==> config.mk <==
export PLATFORM = sky130hd
export DESIGN_NAME = pmp_access_gate_flat
export DESIGN_NICKNAME = d
export VERILOG_FILES = /design/src/rtl/pmp_access_gate_pkg.sv /design/src/rtl/pmp_access_gate_if.sv /design/src/rtl/pmp_access_gate.sv /design/src/flat_wrapper.sv
export SDC_FILE = /design/constraint.sdc
export NUM_CORES = 1
export LEC_CHECK = 0
export CORE_MARGIN = 2
export CORE_UTILIZATION = 42
export DETAILED_ROUTE_END_ITERATION = 10
export GPL_ROUTABILITY_DRIVEN = 1
export PLACE_DENSITY = 0.91
export SETUP_SLACK_MARGIN = 0.15
export SLEW_MARGIN = 20
export SYNTH_ARGS = -nofsm -noshare
export SYNTH_HDL_FRONTEND = slang
export SYNTH_SLANG_ARGS = --single-unit
==> constraint.sdc <==
create_clock -name clock -period 2 [get_ports clock]
set_input_delay 0.2 -clock clock [delete_from_list [all_inputs] [get_ports clock]]
set_output_delay 0.2 -clock clock [all_outputs]
set_load 0.005 [all_outputs]
==> src/rtl/pmp_access_gate_pkg.sv <==
// Shared types and constants for the PMP access gate: FSM states, access
// operations, trap cause codes and the latched request record.
package pmp_access_gate_pkg;

    typedef enum logic [1:0] {
        IDLE  = 2'd0,
        CHECK = 2'd1,
        ISSUE = 2'd2,
        FAULT = 2'd3
    } gate_state_e;

    typedef enum logic [1:0] {
        OP_READ    = 2'd0,
        OP_WRITE   = 2'd1,
        OP_EXEC    = 2'd2,
        OP_ILLEGAL = 2'd3
    } mem_oper_e;

    localparam logic [3:0] CAUSE_INSTR_AF = 4'd1;
    localparam logic [3:0] CAUSE_ILLEGAL  = 4'd2;
    localparam logic [3:0] CAUSE_LOAD_AF  = 4'd5;
    localparam logic [3:0] CAUSE_STORE_AF = 4'd7;

    localparam logic [1:0] PERM_OK = 2'b11;

    typedef struct packed {
        logic [31:0] addr;
        logic [1:0]  size;
        mem_oper_e   oper;
        logic [1:0]  priv;
        logic [31:0] wdata;
    } gate_req_t;

    // Trap cause for a refused access; the illegal encoding shares this path.
    function automatic logic [3:0] fault_cause(input mem_oper_e op);
        case (op)
            OP_EXEC:  return CAUSE_INSTR_AF;
            OP_READ:  return CAUSE_LOAD_AF;
            OP_WRITE: return CAUSE_STORE_AF;
            default:  return CAUSE_ILLEGAL;
        endcase
    endfunction

endpackage

==> src/rtl/pmp_access_gate_if.sv <==
// Bus bundle around the access gate: core request, pmp check, memory port,
// trap report and fault counter. slave = gate side, master = environment side.
interface pmp_access_gate_if #(
    parameter int CNT_W = 16
);
    logic             req_valid;
    logic             req_ready;
    logic [31:0]      req_addr;
    logic [1:0]       req_size;
    logic [1:0]       req_oper;
    logic [1:0]       req_priv;
    logic [31:0]      req_wdata;

    logic [31:0]      pmp_addr;
    logic [1:0]       pmp_size;
    logic [1:0]       pmp_oper;
    logic [1:0]       pmp_priv;
    logic [1:0]       pmp_permission;

    logic             mem_valid;
    logic             mem_ready;
    logic [31:0]      mem_addr;
    logic [1:0]       mem_size;
    logic             mem_we;
    logic [31:0]      mem_wdata;

    logic             trap_valid;
    logic [3:0]       trap_cause;
    logic [31:0]      trap_tval;
    logic             trap_ack;

    logic [CNT_W-1:0] fault_count;

    modport slave (
        input  req_valid, req_addr, req_size, req_oper, req_priv, req_wdata,
        input  pmp_permission, mem_ready, trap_ack,
        output req_ready,
        output pmp_addr, pmp_size, pmp_oper, pmp_priv,
        output mem_valid, mem_addr, mem_size, mem_we, mem_wdata,
        output trap_valid, trap_cause, trap_tval,
        output fault_count
    );

    modport master (
        output req_valid, req_addr, req_size, req_oper, req_priv, req_wdata,
        output pmp_permission, mem_ready, trap_ack,
        input  req_ready,
        input  pmp_addr, pmp_size, pmp_oper, pmp_priv,
        input  mem_valid, mem_addr, mem_size, mem_we, mem_wdata,
        input  trap_valid, trap_cause, trap_tval,
        input  fault_count
    );

endinterface

==> src/rtl/pmp_access_gate.sv <==
// Single-request gate in front of pmp: checks each core access, forwards
// permitted ones to memory and turns refused ones into a held access-fault trap.
module pmp_access_gate
    import pmp_access_gate_pkg::*;
#(
    parameter int CHECK_LAT = 1,
    parameter int CNT_W     = 16
) (
    input  logic             clock,
    input  logic             reset,
    pmp_access_gate_if.slave bus
);

    localparam int                 TIMER_W    = (CHECK_LAT < 2) ? 1 : $clog2(CHECK_LAT + 1);
    localparam logic [TIMER_W-1:0] TIMER_INIT = TIMER_W'(CHECK_LAT);

    gate_state_e        state_q, state_d;
    logic [TIMER_W-1:0] timer_q, timer_d;
    gate_req_t          req_q, req_d;
    logic               req_ready_q, req_ready_d;
    logic               mem_valid_q, mem_valid_d;
    logic               trap_valid_q, trap_valid_d;
    logic [3:0]         trap_cause_q, trap_cause_d;
    logic [31:0]        trap_tval_q, trap_tval_d;
    logic [CNT_W-1:0]   fault_count_q, fault_count_d;

    always_comb begin
        state_d       = state_q;
        timer_d       = timer_q;
        req_d         = req_q;
        req_ready_d   = req_ready_q;
        mem_valid_d   = mem_valid_q;
        trap_valid_d  = trap_valid_q;
        trap_cause_d  = trap_cause_q;
        trap_tval_d   = trap_tval_q;
        fault_count_d = fault_count_q;

        case (state_q)
            IDLE: begin
                if (bus.req_valid) begin
                    req_d.addr  = bus.req_addr;
                    req_d.size  = bus.req_size;
                    req_d.oper  = mem_oper_e'(bus.req_oper);
                    req_d.priv  = bus.req_priv;
                    req_d.wdata = bus.req_wdata;
                    timer_d     = TIMER_INIT;
                    req_ready_d = 1'b0;
                    state_d     = CHECK;
                end
            end

            CHECK: begin
                // pmp inputs come straight from req_q, so they hold for the
                // whole wait; the verdict is taken once the timer has drained.
                if (timer_q != '0) begin
                    timer_d = timer_q - TIMER_W'(1);
                end else if (req_q.oper == OP_ILLEGAL || bus.pmp_permission != PERM_OK) begin
                    trap_valid_d = 1'b1;
                    trap_cause_d = fault_cause(req_q.oper);
                    trap_tval_d  = req_q.addr;
                    if (fault_count_q != '1)
                        fault_count_d = fault_count_q + CNT_W'(1);
                    state_d      = FAULT;
                end else begin
                    mem_valid_d = 1'b1;
                    state_d     = ISSUE;
                end
            end

            ISSUE: begin
                if (bus.mem_ready) begin
                    mem_valid_d = 1'b0;
                    req_ready_d = 1'b1;
                    state_d     = IDLE;
                end
            end

            FAULT: begin
                if (bus.trap_ack) begin
                    trap_valid_d = 1'b0;
                    req_ready_d  = 1'b1;
                    state_d      = IDLE;
                end
            end

            default: begin
                state_d = IDLE;
            end
        endcase
    end

    always_ff @(posedge clock or negedge reset) begin
        if (!reset) begin
            state_q       <= IDLE;
            timer_q       <= '0;
            req_q         <= '0;
            req_ready_q   <= 1'b1;
            mem_valid_q   <= 1'b0;
            trap_valid_q  <= 1'b0;
            trap_cause_q  <= '0;
            trap_tval_q   <= '0;
            fault_count_q <= '0;
        end else begin
            state_q       <= state_d;
            timer_q       <= timer_d;
            req_q         <= req_d;
            req_ready_q   <= req_ready_d;
            mem_valid_q   <= mem_valid_d;
            trap_valid_q  <= trap_valid_d;
            trap_cause_q  <= trap_cause_d;
            trap_tval_q   <= trap_tval_d;
            fault_count_q <= fault_count_d;
        end
    end

    assign bus.req_ready   = req_ready_q;

    assign bus.pmp_addr    = req_q.addr;
    assign bus.pmp_size    = req_q.size;
    assign bus.pmp_oper    = req_q.oper;
    assign bus.pmp_priv    = req_q.priv;

    assign bus.mem_valid   = mem_valid_q;
    assign bus.mem_addr    = req_q.addr;
    assign bus.mem_size    = req_q.size;
    assign bus.mem_we      = (req_q.oper == OP_WRITE);
    assign bus.mem_wdata   = req_q.wdata;

    assign bus.trap_valid  = trap_valid_q;
    assign bus.trap_cause  = trap_cause_q;
    assign bus.trap_tval   = trap_tval_q;

    assign bus.fault_count = fault_count_q;

endmodule

==> src/flat_wrapper.sv <==
// flat-port wrapper written by rule: the top's interface ports become plain ports
module pmp_access_gate_flat import pmp_access_gate_pkg::*;
#(
    parameter int CHECK_LAT = 1,
    parameter int CNT_W     = 16
)
  (clock, reset, bus_req_valid, bus_req_addr, bus_req_size, bus_req_oper, bus_req_priv, bus_req_wdata, bus_pmp_permission, bus_mem_ready, bus_trap_ack, bus_req_ready, bus_pmp_addr, bus_pmp_size, bus_pmp_oper, bus_pmp_priv, bus_mem_valid, bus_mem_addr, bus_mem_size, bus_mem_we, bus_mem_wdata, bus_trap_valid, bus_trap_cause, bus_trap_tval, bus_fault_count);
  pmp_access_gate_if #(.CNT_W(CNT_W)) bus_i ();
  input  logic clock;
  input  logic reset;
  input wire logic [$bits(bus_i.req_valid)-1:0] bus_req_valid;
  input wire logic [$bits(bus_i.req_addr)-1:0] bus_req_addr;
  input wire logic [$bits(bus_i.req_size)-1:0] bus_req_size;
  input wire logic [$bits(bus_i.req_oper)-1:0] bus_req_oper;
  input wire logic [$bits(bus_i.req_priv)-1:0] bus_req_priv;
  input wire logic [$bits(bus_i.req_wdata)-1:0] bus_req_wdata;
  input wire logic [$bits(bus_i.pmp_permission)-1:0] bus_pmp_permission;
  input wire logic [$bits(bus_i.mem_ready)-1:0] bus_mem_ready;
  input wire logic [$bits(bus_i.trap_ack)-1:0] bus_trap_ack;
  output wire logic [$bits(bus_i.req_ready)-1:0] bus_req_ready;
  output wire logic [$bits(bus_i.pmp_addr)-1:0] bus_pmp_addr;
  output wire logic [$bits(bus_i.pmp_size)-1:0] bus_pmp_size;
  output wire logic [$bits(bus_i.pmp_oper)-1:0] bus_pmp_oper;
  output wire logic [$bits(bus_i.pmp_priv)-1:0] bus_pmp_priv;
  output wire logic [$bits(bus_i.mem_valid)-1:0] bus_mem_valid;
  output wire logic [$bits(bus_i.mem_addr)-1:0] bus_mem_addr;
  output wire logic [$bits(bus_i.mem_size)-1:0] bus_mem_size;
  output wire logic [$bits(bus_i.mem_we)-1:0] bus_mem_we;
  output wire logic [$bits(bus_i.mem_wdata)-1:0] bus_mem_wdata;
  output wire logic [$bits(bus_i.trap_valid)-1:0] bus_trap_valid;
  output wire logic [$bits(bus_i.trap_cause)-1:0] bus_trap_cause;
  output wire logic [$bits(bus_i.trap_tval)-1:0] bus_trap_tval;
  output wire logic [$bits(bus_i.fault_count)-1:0] bus_fault_count;
  assign bus_i.req_valid = bus_req_valid;
  assign bus_i.req_addr = bus_req_addr;
  assign bus_i.req_size = bus_req_size;
  assign bus_i.req_oper = bus_req_oper;
  assign bus_i.req_priv = bus_req_priv;
  assign bus_i.req_wdata = bus_req_wdata;
  assign bus_i.pmp_permission = bus_pmp_permission;
  assign bus_i.mem_ready = bus_mem_ready;
  assign bus_i.trap_ack = bus_trap_ack;
  assign bus_req_ready = bus_i.req_ready;
  assign bus_pmp_addr = bus_i.pmp_addr;
  assign bus_pmp_size = bus_i.pmp_size;
  assign bus_pmp_oper = bus_i.pmp_oper;
  assign bus_pmp_priv = bus_i.pmp_priv;
  assign bus_mem_valid = bus_i.mem_valid;
  assign bus_mem_addr = bus_i.mem_addr;
  assign bus_mem_size = bus_i.mem_size;
  assign bus_mem_we = bus_i.mem_we;
  assign bus_mem_wdata = bus_i.mem_wdata;
  assign bus_trap_valid = bus_i.trap_valid;
  assign bus_trap_cause = bus_i.trap_cause;
  assign bus_trap_tval = bus_i.trap_tval;
  assign bus_fault_count = bus_i.fault_count;
  pmp_access_gate #(.CHECK_LAT(CHECK_LAT), .CNT_W(CNT_W)) u_core (.clock(clock), .reset(reset), .bus(bus_i));
endmodule
==> out/metrics.cfg <==
[cts]
cts.sinks = 127
numCtsBuffers = 17
root_buffer = clkbuf_16
clkTransAtPathRegs_ns = 0.05
cts_tree = built
h-tree-depth = 4
clockBufferDepth = 2
clk_latency_ns = 0.41

[floorplan]
die_w_microns = 117
rows = 41
die_y_microns = 117
die_area_sq_um = 13700
core_sq_um = 12500
ios = 237
initial_core_util_pct = 42.8

[routing]
drc_errors = 0
viasPerCell = 4.87
wl_met2_microns = 6990
wl_met3_microns = 1030
ant_nets = 0
num_vias = 3763
routed_wl_microns = 13100
wl_per_cell_microns = 17.0
drt_iter0_markers = 230
dr.max_layer_used = met4
met1_length_microns = 4860
detail_route.first_pass.iterations = 4

[sta]
worst_slew_pin_slew_ns = 0.662
rsz0062_at_grt = no
setup_violations = 0
max_freq_ghz = 0.569
tns_ns = 0
drv_slew = 0
hold_violations = 0
period_needed_ns = 1.76
max_slew_margin_pct = 55.9
finalClockSkew_ns = 0.00604
fin_crit_sh_pct = 87.9

[critical_path]
path_cells = nor3b_2 > o21ai_4 > buf_4 > nor3_1 > mux2_2
crit_fanout = 15
cp-start-kind = flip-flop
cp.required_ns = 2.29
arrival_ns = 2.05
crit_type = reg -> reg
cp-end-kind = flip-flop
crit_slowest_cell = dfrtp_1
critPathMaxStageDelay_ns = 0.43
worstRegToRegCells = 5

[synth]
synth_top_family_by_area = multiplexers
ys_ff_latch = 127
synth_compound_area_share_pct = 1.40
synth_xor_xnor_area_share_pct = 2.29
synthDistinctLibCells = 39
synth_area_leaders = dfrtp_1 59%, mux2_2 22%, buf_4 5.0%
netlist_area_sq_um = 5350
synth_simple_gate_area_share_pct = 7.20
synth_seq_area_share_pct = 59.4
yosysWarnings = 0
synthCells = 372
syn_avg_cell_area_sq_um = 14.4
synthMuxAreaShare_pct = 22.1
synth.net_count = 450
synth_adder_area_share_pct = 0.234
synth_top_area_cell = dfrtp_1
synth_top_area_share_pct = 58.9

[grt]
grt_pass1_wl_microns = 19800
grt_usage_pct = 19.2
grt-ovfl-total = 0
grt_start_max_net_pins = 128
grt_antenna_before_repair = 0
grt_pass1_vias = 3922

[final_layout]
layout_commonest_cell = clkdlybuf4s50_1
fin_cells = 773
diodes = 0
syn2layout_area_growth_pct = 54.5
drive_above_1_share_pct = 27.0
final_nets = 667
mostFrequentLayoutCells = 234 x clkdlybuf4s50_1, 126 x dfrtp_1, 105 x mux2_2
postLayoutCoreUtil_pct = 66.1

[worst_hold_path]
worst_hold_path_type = in -> reg
holdPathStages = 2

[run_status]
outcome = completed

[place]
placed_cells = 739
routabilityCongestion = 0.780
io_buffers = 235
dp_hpwl_microns = 9260

[power_and_ir_drop]
p_per_area_nw_per_um2 = 1600
power_mw = 13.2
p_leak_nw = 3.50
ir_worst_vdd_mv = 0.836

[run]
maxCapViolCount = 0

-- registers in the layout (all words and copies together), names as in the netlist, 2 cells and up --
name	flops
u_core.bus.mem_size	2
u_core.state_q	2
u_core.bus.fault_count	16
u_core.bus.trap_cause	3
u_core.bus.mem_addr	32
u_core.bus.trap_tval	32
u_core.bus.mem_wdata	32
u_core.bus.pmp_priv	2
u_core.bus.pmp_oper	2
-- kinds of logic after synthesis --
logic type               Yosys count
buffers and inverters             52
AO/OA/AOI/OAI                     13
multiplexers                     105
XOR/XNOR                          14
other                              1
AND/OR/NAND/NOR                   59
adder cells (fa/ha/maj)            1
flip-flops                       127
-- cell type report --
| type | instances | area, sq um |
|---|---|---|
| Clock inverter | 4 | 25.0 |
| Fill cell | 928 | 4250 |
| Clock buffer | 27 | 533 |
| Inverter | 2 | 7.51 |
| Multi-Input combinational cell | 193 | 1810 |
| Sequential cell | 127 | 3180 |
| Tap cell | 172 | 215 |
| Timing Repair Buffer | 248 | 2500 |
-- power by group --
part | internal, mW | switching, mW
registers | 3.79 | 0.909
clock network | 1.80 | 1.03
logic | 3.96 | 1.74
total | 9.55 | 3.68
-- repair_timing --
action,in CTS,in global routing
endpoints found under the setup margin,0,11
endpoints found under the hold margin,126,0
setup buffers,0,2
hold buffers,1,0
resized for setup,0,3
-- worst max-delay path: cells and delay by family, from the launching register on --
kind                   cells  cell delay (ns)
DFF                        1             0.43
AOI/OAI and AO/OA          1             0.12
and+or+nand+nor            2             0.52
buffers and inverters      1             0.21
muxes                      1             0.36
-- Yosys cell counts --
cell	count
dfstp_2	1
nor3b_2	1
and3_1	1
o2111ai_1	1
buf_6	7
nand4_4	1
and3_2	1
nor3_1	9
nand2b_1	3
nor2_2	1
nand3_2	1
a2bb2oi_1	1
dfrtp_1	126
buf_2	7
inv_1	2
ha_1	1
a21oi_1	3
nand4_1	2
o21ai_1	1
nand3_1	4
nor3b_1	3
xor2_1	14
a21o_1	1
nand2_1	16
buf_4	36
nor2_1	4
mux2_2	105
nor4_4	1
nor4b_2	1
nor4_2	1
nand4_2	1
or4_4	1
nor4_1	2
nor2b_1	1
nand2b_4	1
and2_1	2
o21ai_0	6
conb_1	1
nor3_2	1
-- through the flow --
| step | worst slack, ns | area, sq um | hold WS, ns |
|---|---|---|---|
| after floorplan | 0.361 | 5350 | -0.0956 |
| after global placement | 0.253 | 7670 | 0.355 |
| after detailed placement | 0.221 | 7670 | 0.365 |
| after CTS | 0.189 | 8240 | 0.383 |
| after global routing | 0.156 | 8270 | 0.388 |
| final | 0.243 | 8270 | 0.401 |
-- worst paths after layout --
path	to	start	slack [ns]
worst max-delay path	u_core.bus.fault_count[12]$_DFFE_PN0P_	u_core.timer_q$_DFFE_PN0P_	0.24
worst min-delay path	u_core.bus.mem_wdata[8]$_DFFE_PN0P_	bus_req_wdata[8]	0.40
worst max register to register	u_core.bus.fault_count[12]$_DFFE_PN0P_	u_core.timer_q$_DFFE_PN0P_	0.24
worst min register to register	u_core.bus.trap_cause[0]$_DFFE_PN0P_	u_core.bus.trap_cause[0]$_DFFE_PN0P_	0.49
max in group asynchronous	u_core.bus.trap_tval[14]$_DFFE_PN0P_	reset	1.07
min in group asynchronous	u_core.bus.fault_count[6]$_DFFE_PN0P_	reset	0.45
-- per-layer routing --
metal  global-route usage, %  up-vias
li1                        -     1697
met1                    21.2     1877
met2                    33.9      168
met3                    6.44       21
met4                    7.76        0
met5                       0        -
No activity file was read; power rests on OpenSTA's default activity.
